$ cat config.mk
export PLATFORM = sky130hd
export DESIGN_NAME = mbist_march_ctrl
export DESIGN_NICKNAME = d
export VERILOG_FILES = /design/src/rtl/mbist_pkg.sv /design/src/rtl/mbist_cmp.sv /design/src/rtl/mbist_march_ctrl.sv
export SDC_FILE = /design/constraint.sdc
export NUM_CORES = 1
export LEC_CHECK = 0
export ABC_CLOCK_PERIOD_IN_PS = 5300
export BUFFER_PORTS_ARGS = -buffer_cell sky130_fd_sc_hd__buf_4
export CAP_MARGIN = 10
export CORE_MARGIN = 2
export CORE_UTILIZATION = 50
export CTS_CLUSTER_SIZE = 10
export DETAILED_ROUTE_END_ITERATION = 6
export GPL_ROUTABILITY_DRIVEN = 0
export GPL_TIMING_DRIVEN = 0
export PLACE_DENSITY = 0.84
export SETUP_SLACK_MARGIN = 0.15
export SYNTH_ARGS = -nofsm -noshare
export SYNTH_HDL_FRONTEND = slang
export SYNTH_HIERARCHICAL = 1
export SYNTH_SLANG_ARGS = --single-unit
$ cat constraint.sdc
create_clock -name clk -period 5.3 [get_ports clk]
set_input_delay 1.06 -clock clk [delete_from_list [all_inputs] [get_ports clk]]
set_output_delay 1.06 -clock clk [all_outputs]
set_load 0.1 [all_outputs]
$ cat src/rtl/mbist_pkg.sv
// rtl/mbist_pkg.sv - shared types and march element tables for the March C- BIST engine
// Purpose: FSM state type, element count, and the per-element description
//          (address direction, ops per address, read-expect and write bits).
// Ports:   none (package).
package mbist_pkg;

   typedef enum logic [1:0] {IDLE, RUN, DRAIN, DONE} state_e;

   localparam int unsigned NUM_ELEM = 6;
   localparam int unsigned ELEM_W   = 3;
   localparam logic [ELEM_W-1:0] LAST_ELEM = ELEM_W'(NUM_ELEM - 1);

   // dn      : addresses descend DEPTH-1..0
   // two_op  : read then write at each address
   // rd_only : single-op element is a read (otherwise a write)
   // exp_bit : background expected on reads
   // wr_bit  : background written
   typedef struct packed {
      logic dn;
      logic two_op;
      logic rd_only;
      logic exp_bit;
      logic wr_bit;
   } elem_cfg_t;

   // March C-: up(w0); up(r0,w1); up(r1,w0); dn(r0,w1); dn(r1,w0); up(r0)
   function automatic elem_cfg_t elem_cfg(input logic [ELEM_W-1:0] elem);
      elem_cfg_t c;
      c = '0;
      case (elem)
         3'd0: c = '{dn: 1'b0, two_op: 1'b0, rd_only: 1'b0, exp_bit: 1'b0, wr_bit: 1'b0};
         3'd1: c = '{dn: 1'b0, two_op: 1'b1, rd_only: 1'b0, exp_bit: 1'b0, wr_bit: 1'b1};
         3'd2: c = '{dn: 1'b0, two_op: 1'b1, rd_only: 1'b0, exp_bit: 1'b1, wr_bit: 1'b0};
         3'd3: c = '{dn: 1'b1, two_op: 1'b1, rd_only: 1'b0, exp_bit: 1'b0, wr_bit: 1'b1};
         3'd4: c = '{dn: 1'b1, two_op: 1'b1, rd_only: 1'b0, exp_bit: 1'b1, wr_bit: 1'b0};
         3'd5: c = '{dn: 1'b0, two_op: 1'b0, rd_only: 1'b1, exp_bit: 1'b0, wr_bit: 1'b0};
         default: c = '0;
      endcase
      return c;
   endfunction

   function automatic logic elem_is_dn(input logic [ELEM_W-1:0] elem);
      elem_cfg_t c;
      c = elem_cfg(elem);
      return c.dn;
   endfunction

endpackage

$ cat src/rtl/mbist_cmp.sv
// rtl/mbist_cmp.sv - registered read-compare stage producing fault events and status
// Purpose: captures (addr, elem, expected) of a read issued in cycle N, compares
//          mem read data in N+1, presents a fault pulse in N+2; keeps sticky fail
//          and a saturating mismatch counter.
// Ports:   clk, rst (async high); clr_i clears fail/count; rd_i/rd_addr_i/rd_elem_i/
//          rd_exp_i describe the read issued this cycle; rdata_i memory read data;
//          flt_valid_o/flt_addr_o/flt_elem_o fault event; flt_count_o, fail_o status.
module mbist_cmp
   import mbist_pkg::*;
#(
   parameter int ADDR_W = 4,
   parameter int DATA_W = 8,
   parameter int CNT_W  = 4
) (
   input  logic              clk,
   input  logic              rst,
   input  logic              clr_i,
   input  logic              rd_i,
   input  logic [ADDR_W-1:0] rd_addr_i,
   input  logic [ELEM_W-1:0] rd_elem_i,
   input  logic              rd_exp_i,
   input  logic [DATA_W-1:0] rdata_i,
   output logic              flt_valid_o,
   output logic [ADDR_W-1:0] flt_addr_o,
   output logic [ELEM_W-1:0] flt_elem_o,
   output logic [CNT_W-1:0]  flt_count_o,
   output logic              fail_o
);

   logic              pend_q;
   logic [ADDR_W-1:0] pend_addr_q;
   logic [ELEM_W-1:0] pend_elem_q;
   logic              pend_exp_q;
   logic              flt_valid_q;
   logic [ADDR_W-1:0] flt_addr_q;
   logic [ELEM_W-1:0] flt_elem_q;
   logic [CNT_W-1:0]  cnt_q, cnt_d;
   logic              fail_q, fail_d;
   logic              mis;

   assign mis = pend_q && (rdata_i != {DATA_W{pend_exp_q}});

   // A start accept never coincides with a pending compare, so clear wins outright.
   always_comb begin
      cnt_d  = cnt_q;
      fail_d = fail_q;
      if (clr_i) begin
         cnt_d  = '0;
         fail_d = 1'b0;
      end else if (mis) begin
         fail_d = 1'b1;
         if (cnt_q != {CNT_W{1'b1}}) cnt_d = cnt_q + 1'b1;
      end
   end

   always_ff @(posedge clk or posedge rst) begin
      if (rst) begin
         pend_q      <= 1'b0;
         pend_addr_q <= '0;
         pend_elem_q <= '0;
         pend_exp_q  <= 1'b0;
         flt_valid_q <= 1'b0;
         flt_addr_q  <= '0;
         flt_elem_q  <= '0;
         cnt_q       <= '0;
         fail_q      <= 1'b0;
      end else begin
         pend_q      <= rd_i;
         if (rd_i) begin
            pend_addr_q <= rd_addr_i;
            pend_elem_q <= rd_elem_i;
            pend_exp_q  <= rd_exp_i;
         end
         flt_valid_q <= mis;
         if (mis) begin
            flt_addr_q <= pend_addr_q;
            flt_elem_q <= pend_elem_q;
         end
         cnt_q  <= cnt_d;
         fail_q <= fail_d;
      end
   end

   assign flt_valid_o = flt_valid_q;
   assign flt_addr_o  = flt_addr_q;
   assign flt_elem_o  = flt_elem_q;
   assign flt_count_o = cnt_q;
   assign fail_o      = fail_q;

endmodule

$ cat src/rtl/mbist_march_ctrl.sv
// rtl/mbist_march_ctrl.sv - March C- BIST engine for one single-port SRAM
// Purpose: runs the fixed six-element March C- sequence, one memory op per cycle,
//          reports done/fail and streams per-mismatch fault events.
// Ports:   clk, rst (async high), start (edge-detected run request);
//          mem_addr/mem_we/mem_wdata SRAM command, mem_rdata SRAM read data (1-cycle latency);
//          busy, done, fail status; flt_valid/flt_addr/flt_elem fault event; flt_count.
module mbist_march_ctrl
   import mbist_pkg::*;
#(
   parameter int ADDR_W = 4,
   parameter int DATA_W = 8,
   parameter int CNT_W  = 4
) (
   input  logic              clk,
   input  logic              rst,
   input  logic              start,
   output logic [ADDR_W-1:0] mem_addr,
   output logic              mem_we,
   output logic [DATA_W-1:0] mem_wdata,
   input  logic [DATA_W-1:0] mem_rdata,
   output logic              busy,
   output logic              done,
   output logic              fail,
   output logic              flt_valid,
   output logic [ADDR_W-1:0] flt_addr,
   output logic [2:0]        flt_elem,
   output logic [CNT_W-1:0]  flt_count
);

   localparam logic [ADDR_W-1:0] ADDR_MAX = {ADDR_W{1'b1}};

   state_e            state_q, state_d;
   logic              start_q;
   logic [ELEM_W-1:0] elem_q, elem_d;
   logic              op_q, op_d;
   logic [ADDR_W-1:0] addr_q, addr_d;
   elem_cfg_t         cfg;
   logic              accept, in_run, is_rd, step, last_addr, nxt_dn;

   assign accept    = start && !start_q && (state_q == IDLE || state_q == DONE);
   assign cfg       = elem_cfg(elem_q);
   assign nxt_dn    = elem_is_dn(elem_q + 3'd1);
   assign in_run    = (state_q == RUN);
   assign is_rd     = cfg.two_op ? !op_q : cfg.rd_only;
   // Advance the address after the write of a two-op element, or every cycle otherwise.
   assign step      = !cfg.two_op || op_q;
   assign last_addr = cfg.dn ? (addr_q == '0) : (addr_q == ADDR_MAX);

   always_ff @(posedge clk or posedge rst) begin
      if (rst) begin
         state_q <= IDLE;
         start_q <= 1'b0;
         elem_q  <= '0;
         op_q    <= 1'b0;
         addr_q  <= '0;
      end else begin
         state_q <= state_d;
         start_q <= start;
         elem_q  <= elem_d;
         op_q    <= op_d;
         addr_q  <= addr_d;
      end
   end

   always_comb begin
      state_d   = state_q;
      elem_d    = elem_q;
      op_d      = op_q;
      addr_d    = addr_q;
      mem_addr  = '0;
      mem_we    = 1'b0;
      mem_wdata = '0;
      busy      = (state_q == RUN) || (state_q == DRAIN);
      done      = (state_q == DONE);
      case (state_q)
         IDLE, DONE: begin
            if (accept) begin
               state_d = RUN;
               elem_d  = '0;
               op_d    = 1'b0;
               addr_d  = '0;
            end
         end
         RUN: begin
            mem_addr  = addr_q;
            mem_we    = !is_rd;
            mem_wdata = is_rd ? '0 : {DATA_W{cfg.wr_bit}};
            if (!step) begin
               op_d = 1'b1;
            end else begin
               op_d = 1'b0;
               if (!last_addr) begin
                  addr_d = cfg.dn ? addr_q - 1'b1 : addr_q + 1'b1;
               end else if (elem_q == LAST_ELEM) begin
                  state_d = DRAIN;
               end else begin
                  // Turn straight onto the next element's first address.
                  elem_d = elem_q + 3'd1;
                  addr_d = nxt_dn ? ADDR_MAX : '0;
               end
            end
         end
         DRAIN: state_d = DONE;
         default: state_d = IDLE;
      endcase
   end

   mbist_cmp #(
      .ADDR_W (ADDR_W),
      .DATA_W (DATA_W),
      .CNT_W  (CNT_W)
   ) u_cmp (
      .clk         (clk),
      .rst         (rst),
      .clr_i       (accept),
      .rd_i        (in_run && is_rd),
      .rd_addr_i   (addr_q),
      .rd_elem_i   (elem_q),
      .rd_exp_i    (cfg.exp_bit),
      .rdata_i     (mem_rdata),
      .flt_valid_o (flt_valid),
      .flt_addr_o  (flt_addr),
      .flt_elem_o  (flt_elem),
      .flt_count_o (flt_count),
      .fail_o      (fail)
   );

endmodule
==> impl_results.md, run 1 <==
* Status: finished clean
* Yosys warnings at 6
* CP startpoint kind: flop
* Max-Cap Viols at 0
* CP Cell Sequence: ha_1 > ha_1 > a21oi_1 > nor3_1 > buf_4 > buf_4
* Die area at around 4600 um^2
* CP bufs+invs at 2
* Gr usage total at 19.3%
* EDFF count, synth at 0
* Fin crit period at 3.55 ns
* Hpwl dp at 2.94 mm
* CP max-delay cell: nor3_1
* Synth async-reset ratio at 100%
* Mean Syn Cell Area at approximately 11 um^2
* Initial Util at slightly above 50%
* Setup TNS at 0 ns
* CP endpoint kind: primary output
* CTS H-tree depth at 2
* Largest net degree at the start of global routing at 23
* Period utilisation layout at roughly 67%
* Diodes inserted at 0
* Seq cells post-synth at 33
* Worst hold path type: flop to flop
* Worst Path Required at 4.24 ns
* Vias/cell at around 5.4
* Cts repair resizes at 0
* TritonCTS clock tree: built
* Max incr delay on CP at roughly 0.60 ns
* Longest Clk Path Bufs at 2
* P&R area growth vs syn at 22.5%
* Vias at approximately 1500
* Final core occ at a little under two thirds
* Slew margin rel. at a little under half
* Worst VDD drop at approximately 0.00048 V
* Fin. Hold Viols at 0
* Final Setup Violations at 0
* Vias in the first global route at about 1400
* Core Area at about 4000 um^2
* Final wirelength at 3.99 mm
* Die W at around 68 um
* Post-Syn Area at a little over 2000 um^2
* Root Buffer: clkbuf_8
* Commonest cells after routing, fill and taps aside: buf_4 (46), dfrtp_1 (33), inv_1 (14)
* Crit path max-delay family: simple AND/OR/NAND/NOR gates
* Share of layout cells above drive strength 1 at a little under two fifths
* Slew @ Worst Pin at ~0.80 ns
* RSZ-0062 raised after global routing: no
* Detailed Routing Iterations Pass 1 at 4
* Post-route ant nets at 0
* GRT overflow at 0
* IO Count at 39
* Post-synth cell types at 50
* Predominant post-synthesis flop cell: dfrtp_1
* Mapped Nets at ~210
* Leak at 1.19 nW
* DRC violation count after routing at 0
* PD cells at between 600 and 700 nW/um^2
* # hold bufs at CTS at 0
* Worst clock skew at 0.00309 ns
* Initial antenna violation count at 0
* CTS sink cnt at 33
* Register-to-Register Path Depth at 10
* IO buf count at 38
* Standard-cell rows at 23
* Slew Viols, Final at 0
* WP depth at 6
* Most common cell after layout, fill and taps aside: buf_4
* Initial drt markers at between 100 and 150
* CTS clk-pin slew, worst paths at roughly 0.07 ns
* Fill count at 329
* Die Ht at just under 70 um
* Net count, final at 253
* TritonCTS buffer count at 5
* Setup Fix Bufs, Post-CTS at 0
* Hold path depth at 1
* Critical path type: flop to primary output
* Worst-Skew Late Latency at about 0.29 ns
* CP max FO at 8
* First-pass GRT wire length at roughly 6.6 mm
* Power, Total at ~1.6 mW
* Routed wire per std cell at around 14 um
* Post-synthesis sequential area ratio at about two fifths
* FMAX at about 280 MHz
* Synth Instances at approximately 190
* WP data arrival at between 2 and 2.5 ns
==> path summary, 6_finish.rpt <==
| kind | start | slack (ns) | to |
|---|---|---|---|
| setup / recovery | elem_q[0] | 1.75 | mem_wdata[2] |
| hold / removal | u_cmp/pend_addr_q[0] | 0.50 | u_cmp/pend_addr_q[0] |
| setup reg to reg | elem_q[0] | 2.43 | addr_q[2] |
| hold reg to reg | u_cmp/pend_addr_q[0] | 0.50 | u_cmp/pend_addr_q[0] |
| max in group asynchronous | rst | 3.88 | u_cmp/flt_count_o[1] |
| min in group asynchronous | rst | 0.78 | addr_q[2] |
==> registers in the layout, summed over array words and instances (netlist names), 2 cells and up <==
name,cells
elem_q,3
u_cmp/pend_elem_q,3
u_cmp/flt_count_o,4
addr_q,4
u_cmp/pend_addr_q,4
u_cmp/flt_elem_o,3
state_q,2
u_cmp/flt_addr_o,4
==> stage by stage <==
step                hold slack [ns]  setup WS [ns]  cell area [um^2]  cells
floorplan                     0.458          0.344              2060    186
detailed placement            0.487           2.08              2400    274
CTS                           0.502           1.71              2520    282
global placement              0.468           2.11              2400    274
finish                        0.495           1.75              2520    282
global route                  0.513           1.50              2520    282
==> routing by layer <==
metal	part of all wire (%)	track usage [%]
met4	1.4	6.25
met1	47	25.0
met5	0	0
met3	4.8	6.09
met2	46	30.7
==> cells in the mapped netlist, drive strengths merged (4+ instances only) <==
cell,count,area share [%]
nor3,5,1.5
mux2i,11,5.4
buf,10,4.0
nand2,4,0.73
o31ai,4,2.1
ha,11,6.7
a21oi,9,2.7
inv,14,2.6
nor2b,4,1.2
nand3,4,0.97
o211ai,4,1.5
nor2,11,2.5
dfrtp,33,40
o21ai,6,1.5
mux2,19,12
==> logic make-up (layout without fill, tap and decap cells) <==
logic type / count (synthesis) / count (layout) / share of synthesized area (%)
fa+ha+maj: 11 / 11 / 6.69
simple gates: 51 / 51 / 16.0
xor+xnor: 1 / 1 / 0.426
compound gates: 35 / 35 / 12.8
flops: 33 / 33 / 40.1
buf+inv: 25 / 71 / 6.75
mux: 30 / 30 / 17.2
==> where the power goes <==
part	internal [mW]	total (mW)	switching [mW]
clock network	0.141	0.241	0.100
registers	0.329	0.392	0.0624
logic	0.295	0.958	0.662
total	0.765	1.59	0.825
==> cell type report <==
class,count,area (um^2),area share [%]
multi-input cells,128,1090,43.3
flip-flops and latches,33,826,32.8
repair buffers,38,285,11.3
plain buffers,11,86.3,3.43
clock buffers,5,68.8,2.73
well taps,50,62.6,2.48
inverters,14,52.6,2.09
clock inverters,3,46.3,1.84
Power figures use the tool's default switching activity.
==> inputs of run 2 (changes only) <==
--- a/config.mk
+++ b/config.mk
@@ -5,7 +5,7 @@
 export SDC_FILE = /design/constraint.sdc
 export NUM_CORES = 1
 export LEC_CHECK = 0
-export ABC_CLOCK_PERIOD_IN_PS = 5300
+export ABC_CLOCK_PERIOD_IN_PS = 2900
 export BUFFER_PORTS_ARGS = -buffer_cell sky130_fd_sc_hd__buf_4
 export CAP_MARGIN = 10
 export CORE_MARGIN = 2
@@ -14,7 +14,7 @@
 export DETAILED_ROUTE_END_ITERATION = 6
 export GPL_ROUTABILITY_DRIVEN = 0
 export GPL_TIMING_DRIVEN = 0
-export PLACE_DENSITY = 0.84
+export PLACE_DENSITY = 0.87
 export SETUP_SLACK_MARGIN = 0.15
 export SYNTH_ARGS = -nofsm -noshare
 export SYNTH_HDL_FRONTEND = slang
==> constraint.sdc (replaced) <==
create_clock -name clk -period 2.9 [get_ports clk]
set_input_delay 0.58 -clock clk [delete_from_list [all_inputs] [get_ports clk]]
set_output_delay 0.58 -clock clk [all_outputs]
set_load 0.1 [all_outputs]
==> impl_results.md, run 2 (synthesized netlist as in run 1, its figures left out) <==
* CTS clk-pin slew, worst paths at around 0.070 ns
* Reg-to-Reg Start: elem_q[0]
* Longest Clk Path Bufs at 2
* Share of layout cells above drive strength 1 at about two fifths
* FMAX at 369 MHz
* CTS H-tree depth at 2
* Most common cell after layout, fill and taps aside: buf_4
* Initial antenna violation count at 0
* WP data arrival at 2.13 ns
* Standard-cell rows at 23
* Core Area at just under 4000 um^2
* Setup TNS at 0 ns
* Layout Cells excl Fill at between 200 and 300
* Final Setup Violations at 0
* Fill count at between 300 and 400
* Slew Viols, Final at 0
* Worst hold path type: input pin to async pin
* RSZ-0062 raised after global routing: yes
* Routed wire per std cell at around 16 um
* IO Count at 39
* Root Buffer: clkbuf_8
* Die area at 4640 um^2
* Diodes inserted at 0
* Max-Cap Viols at 0
* Clock power share at 12.0%
* Post-route ant nets at 0
* Sw power at approximately 1.5 mW
* Detailed Routing Iterations Pass 1 at 5
* CP startpoint kind: flop
* CTS sink cnt at 33
* Slew margin rel. at between 40 and 50%
* Register-to-Register Path Depth at 10
* Combinational Power Share at between 60% and 70%
* Leak at ~1.2 nW
* IO buf count at 38
* Reg2reg end: addr_q[2]
* Internal at approximately 1.3 mW
* DRC violation count after routing at 0
* Fin crit period at between 2 and 3 ns
* Fin. Hold Viols at 0
* Initial Util at between 50% and 60%
* Die Ht at 68.1 um
* Vias at 1622
* Initial drt markers at around 110
* Placed Instances at roughly 270
* Hpwl dp at 3.15 mm
* Vias/cell at 5.73
* Largest net degree at the start of global routing at 23
* Sw frac at a little over half
* FF-to-FF setup slack at 0.33 ns
* Slew @ Worst Pin at just under 0.8 ns
* Net count, final at about 250
* P&R area growth vs syn at 25.0%
* Vias in the first global route at around 1500
* Period utilisation layout at ~93%
* Critical path type: flop to primary output
* First-pass GRT wire length at around 6.8 mm
* Die W at between 60 and 70 um
* GRT overflow at 0
* CP max FO at 8
* Worst clock skew at between 0.008 and 0.009 ns
* # hold bufs at CTS at 0
* Power, Total at 2.88 mW
* TritonCTS buffer count at 5
* Worst-Skew Late Latency at about 0.29 ns
* Sequential Power Share at 24.9%
* PD cells at between 1000 and 1500 nW/um^2
* CP endpoint kind: primary output
* Commonest cells after routing, fill and taps aside: buf_4 (39), dfrtp_1 (33), inv_1 (14)
* Gr usage total at roughly 20%
* Worst VDD drop at just over 0.0009 V
* Final wirelength at 4.41 mm
* Worst Path Required at 2.32 ns
* TritonCTS clock tree: built
* Status: finished clean
## run 2: cell types whose count changed in the layout (fill, tap and decap cells not counted), sizes merged
cell / previous run / this run
clkbuf: 6 / 7
buf: 48 / 49
clkinvlp: 1 / 0
clkinv: 1 / 2
bufinv: 1 / 0
## run 2: power by group through the flow
stage | clock [mW] | sequential [mW] | combinational [mW]
after floorplan | 0 | 1.13 | 1.02
after global placement | 0 | 0.716 | 1.74
after detailed placement | 0 | 0.728 | 1.77
after CTS | 0.351 | 0.719 | 1.79
after global routing | 0.371 | 0.740 | 1.91
final | 0.345 | 0.718 | 1.82
## run 2: per-layer routing
metal	up-vias	wire [um]	track usage, %
li1	764	-	-
met2	43	2180	31.4
met1	808	1950	25.2
met4	0	57	7.75
met3	7	223	6.74
met5	-	0	0
## run 2: metrics by stage
| step | setup WS (ns) | cell area [um^2] | utilization, % | hold WS [ns] |
|---|---|---|---|---|
| floorplan | 0.0544 | 2070 | - | 0.432 |
| global placement | 0.0789 | 2420 | 60.9 | 0.468 |
| global route | 0.0782 | 2570 | 64.7 | 0.344 |
| finish | 0.191 | 2570 | 64.7 | 0.291 |
| CTS | 0.140 | 2510 | 63.3 | 0.305 |
| detailed placement | 0.0543 | 2420 | 60.9 | 0.483 |
## run 2: repair_timing
item,in CTS,in global routing
gates resized for setup,2,12
setup endpoints to repair,1,10
pin swaps,0,2
cloned,0,0
setup buffers,0,1
## run 2: worst max-delay path: stages, from the launching register on
cell and delay (ns):
dfrtp_1 0.45, inv_1 0.13, ha_1 0.33, a21oi_1 0.17, nor3_4 0.36, buf_4 0.19, buf_6 0.22
## run 2: area by class of cell
class                           count  area, um^2  share of cell area, %
Buffer                             11        86.3                   3.36
Clock buffer                        6        72.6                   2.82
Clock inverter                      2        10.0                  0.389
Inverter                           14        52.6                   2.04
Multi-Input combinational cell    128        1140                   44.3
Sequential cell                    33         826                   32.1
Tap cell                           50        62.6                   2.43
Timing Repair Buffer               39         323                   12.6
## run 2: worst max path at each step
| stage | from | end | slack, ns | cells after the start |
|---|---|---|---|---|
| after floorplan | elem_q[0] | mem_wdata[1] | 0.05 | 5 |
| after global placement | elem_q[0] | addr_q[2] | 0.08 | 10 |
| after detailed placement | elem_q[0] | addr_q[2] | 0.05 | 10 |
| after CTS | elem_q[0] | mem_wdata[3] | 0.14 | 6 |
| after global routing | elem_q[1] | mem_wdata[6] | 0.08 | 6 |
| final | elem_q[1] | mem_wdata[6] | 0.19 | 6 |
==> inputs of run 3 (changes only) <==
--- a/config.mk
+++ b/config.mk
@@ -8,6 +8,7 @@
 export ABC_CLOCK_PERIOD_IN_PS = 2900
 export BUFFER_PORTS_ARGS = -buffer_cell sky130_fd_sc_hd__buf_4
 export CAP_MARGIN = 10
+export CORE_ASPECT_RATIO = 0.5
 export CORE_MARGIN = 2
 export CORE_UTILIZATION = 50
 export CTS_CLUSTER_SIZE = 10
==> impl_results.md, run 3 (synthesized netlist as in run 1, its figures left out) <==
* Status: finished clean
* TritonCTS buffer count at 5
* Root Buffer: clkbuf_8
* Sw power at ~1.6 mW
* Register-to-Register Path Depth at 10
* FMAX at approximately 370 MHz
* Largest net degree at the start of global routing at 23
* TritonCTS clock tree: built
* Slew Viols, Final at 0
* First-pass GRT wire length at about 8.0 mm
* Worst-Skew Late Latency at around 0.29 ns
* Longest Clk Path Bufs at 2
* Sequential Power Share at 23.9%
* Net count, final at 254
* Worst clock skew at 0.00566 ns
* CTS clk-pin slew, worst paths at 0.07 ns
* CP endpoint kind: primary output
* Share of layout cells above drive strength 1 at 39.9%
* Clock power share at approximately 15%
* Post-Place Setup Slack at between 0.03 and 0.04 ns
* Worst hold path type: input pin to async pin
* Core Area at 3920 um^2
* Worst Path Required at 2.32 ns
* Combinational Power Share at between 60% and 70%
* Reg-to-Reg Start: elem_q[0]
* Post-route ant nets at 0
* CP startpoint kind: flop
* Initial drt markers at 65
* Die W at between 90 and 100 um
* P&R area growth vs syn at 26.3%
* Vias/cell at between 5 and 6
* Slew @ Worst Pin at ~0.90 ns
* Leak at 1.22 nW
* Dpl cell area at between 2000 and 2500 um^2
* Placed Instances at 278
* Fill count at approximately 300
* GR Layer Usage met3 at under 10%
* Internal at between 1 and 1.5 mW
* Final Setup Violations at 0
* Vias at between 1500 and 2000
* Gr usage total at between 20 and 25%
* Power, Total at 3.04 mW
* CTS sink cnt at 33
* Slew margin rel. at roughly two fifths
* Fin. Hold Viols at 0
* Reg2reg end: addr_q[2]
* RSZ-0062 raised after global routing: yes
* Die area at around 4700 um^2
* Hpwl dp at ~3.3 mm
* FF-to-FF setup slack at roughly 0.26 ns
* Fin crit period at 2.70 ns
* Die Ht at 49.4 um
* Initial Util at 52.4%
* Hold WS at roughly 0.31 ns
* Vias in the first global route at ~1700
* Layout Cells excl Fill at between 200 and 300
* # hold bufs at CTS at 0
* CTS H-tree depth at 2
* Design area at 2600 um^2
* Worst VDD drop at 0.000964 V
* IO Count at 39
* Most common cell after layout, fill and taps aside: buf_4
* Global-route track usage on met2 at roughly 37%
* GR Util met1 at just under 30%
* Diodes inserted at 0
* CP max FO at 5
* Period utilisation layout at between 90% and 100%
* WP data arrival at between 2 and 2.5 ns
* Standard-cell rows at 16
* DRC violation count after routing at 0
* Layer with the highest usage: met2
* Initial antenna violation count at 0
* Detailed Routing Iterations Pass 1 at 5
* Critical path type: flop to primary output
* Max-Cap Viols at 0
* Post-route setup slack at 0.196 ns
* Sw frac at 52.2%
* Routed wire per std cell at approximately 17 um
* Setup TNS at 0 ns
* GRT overflow at 0
* PD cells at ~1200 nW/um^2
* Final wirelength at between 4 and 5 mm
* Final core occ at between 60% and 70%
* Commonest cells after routing, fill and taps aside: buf_4 (40), dfrtp_1 (33), inv_1 (14)
* IO buf count at 38
[run 3: cell count changes in the layout (fill, tap and decap cells not counted), sizes merged]
cell / delta
clkbuf: +1
bufinv: +1
clkinv: -2
[run 3: worst max path at each step]
| stage | start | end | cells after the start |
|---|---|---|---|
| floorplan | elem_q[0] | mem_wdata[1] | 5 |
| global placement | elem_q[0] | addr_q[2] | 10 |
| detailed placement | elem_q[0] | addr_q[2] | 10 |
| CTS | elem_q[0] | mem_wdata[6] | 6 |
| global route | elem_q[0] | mem_we | 6 |
| finish | elem_q[0] | mem_we | 6 |
[run 3: layout make-up]
class                           instances  area [um^2]  area share (%)
Multi-Input combinational cell        128         1130            43.5
Sequential cell                        33          826            31.8
Timing Repair Buffer                   39          319            12.3
Clock buffer                            7         86.3            3.32
Buffer                                 11         86.3            3.32
Tap cell                               54         67.6            2.60
Inverter                               14         52.6            2.02
Clock inverter                          1         30.0            1.16
[run 3: power groups by stage]
stage,sequential [mW],clock [mW],combinational [mW]
4_1_cts,0.724,0.463,1.82
6_report,0.725,0.461,1.85
5_1_grt,0.743,0.483,1.95
3_3_place_gp,0.719,0,1.74
3_5_place_dp,0.727,0,1.78
2_1_floorplan,1.13,0,1.02
[run 3: routing by layer]
layer | share of wire, % | vias up
li1 | - | 759
met5 | 0 | -
met3 | 5.3 | 11
met1 | 43 | 826
met2 | 50 | 66
met4 | 1.8 | 0
[run 3: worst max-delay path, cell delays in order (launching register included)]
cell	delay, ns
dfrtp_1	0.44
inv_1	0.11
ha_1	0.29
mux2_2	0.34
o31a_1	0.29
nor2_2	0.12
buf_6	0.23
[run 3: repair_timing]
| action | CTS | global route |
|---|---|---|
| gates resized for setup | 2 | 11 |
| buffers inserted | 1 | 0 |
| setup endpoints to repair | 1 | 10 |
| hold endpoints to repair | 0 | 0 |
| pin swaps | 1 | 0 |
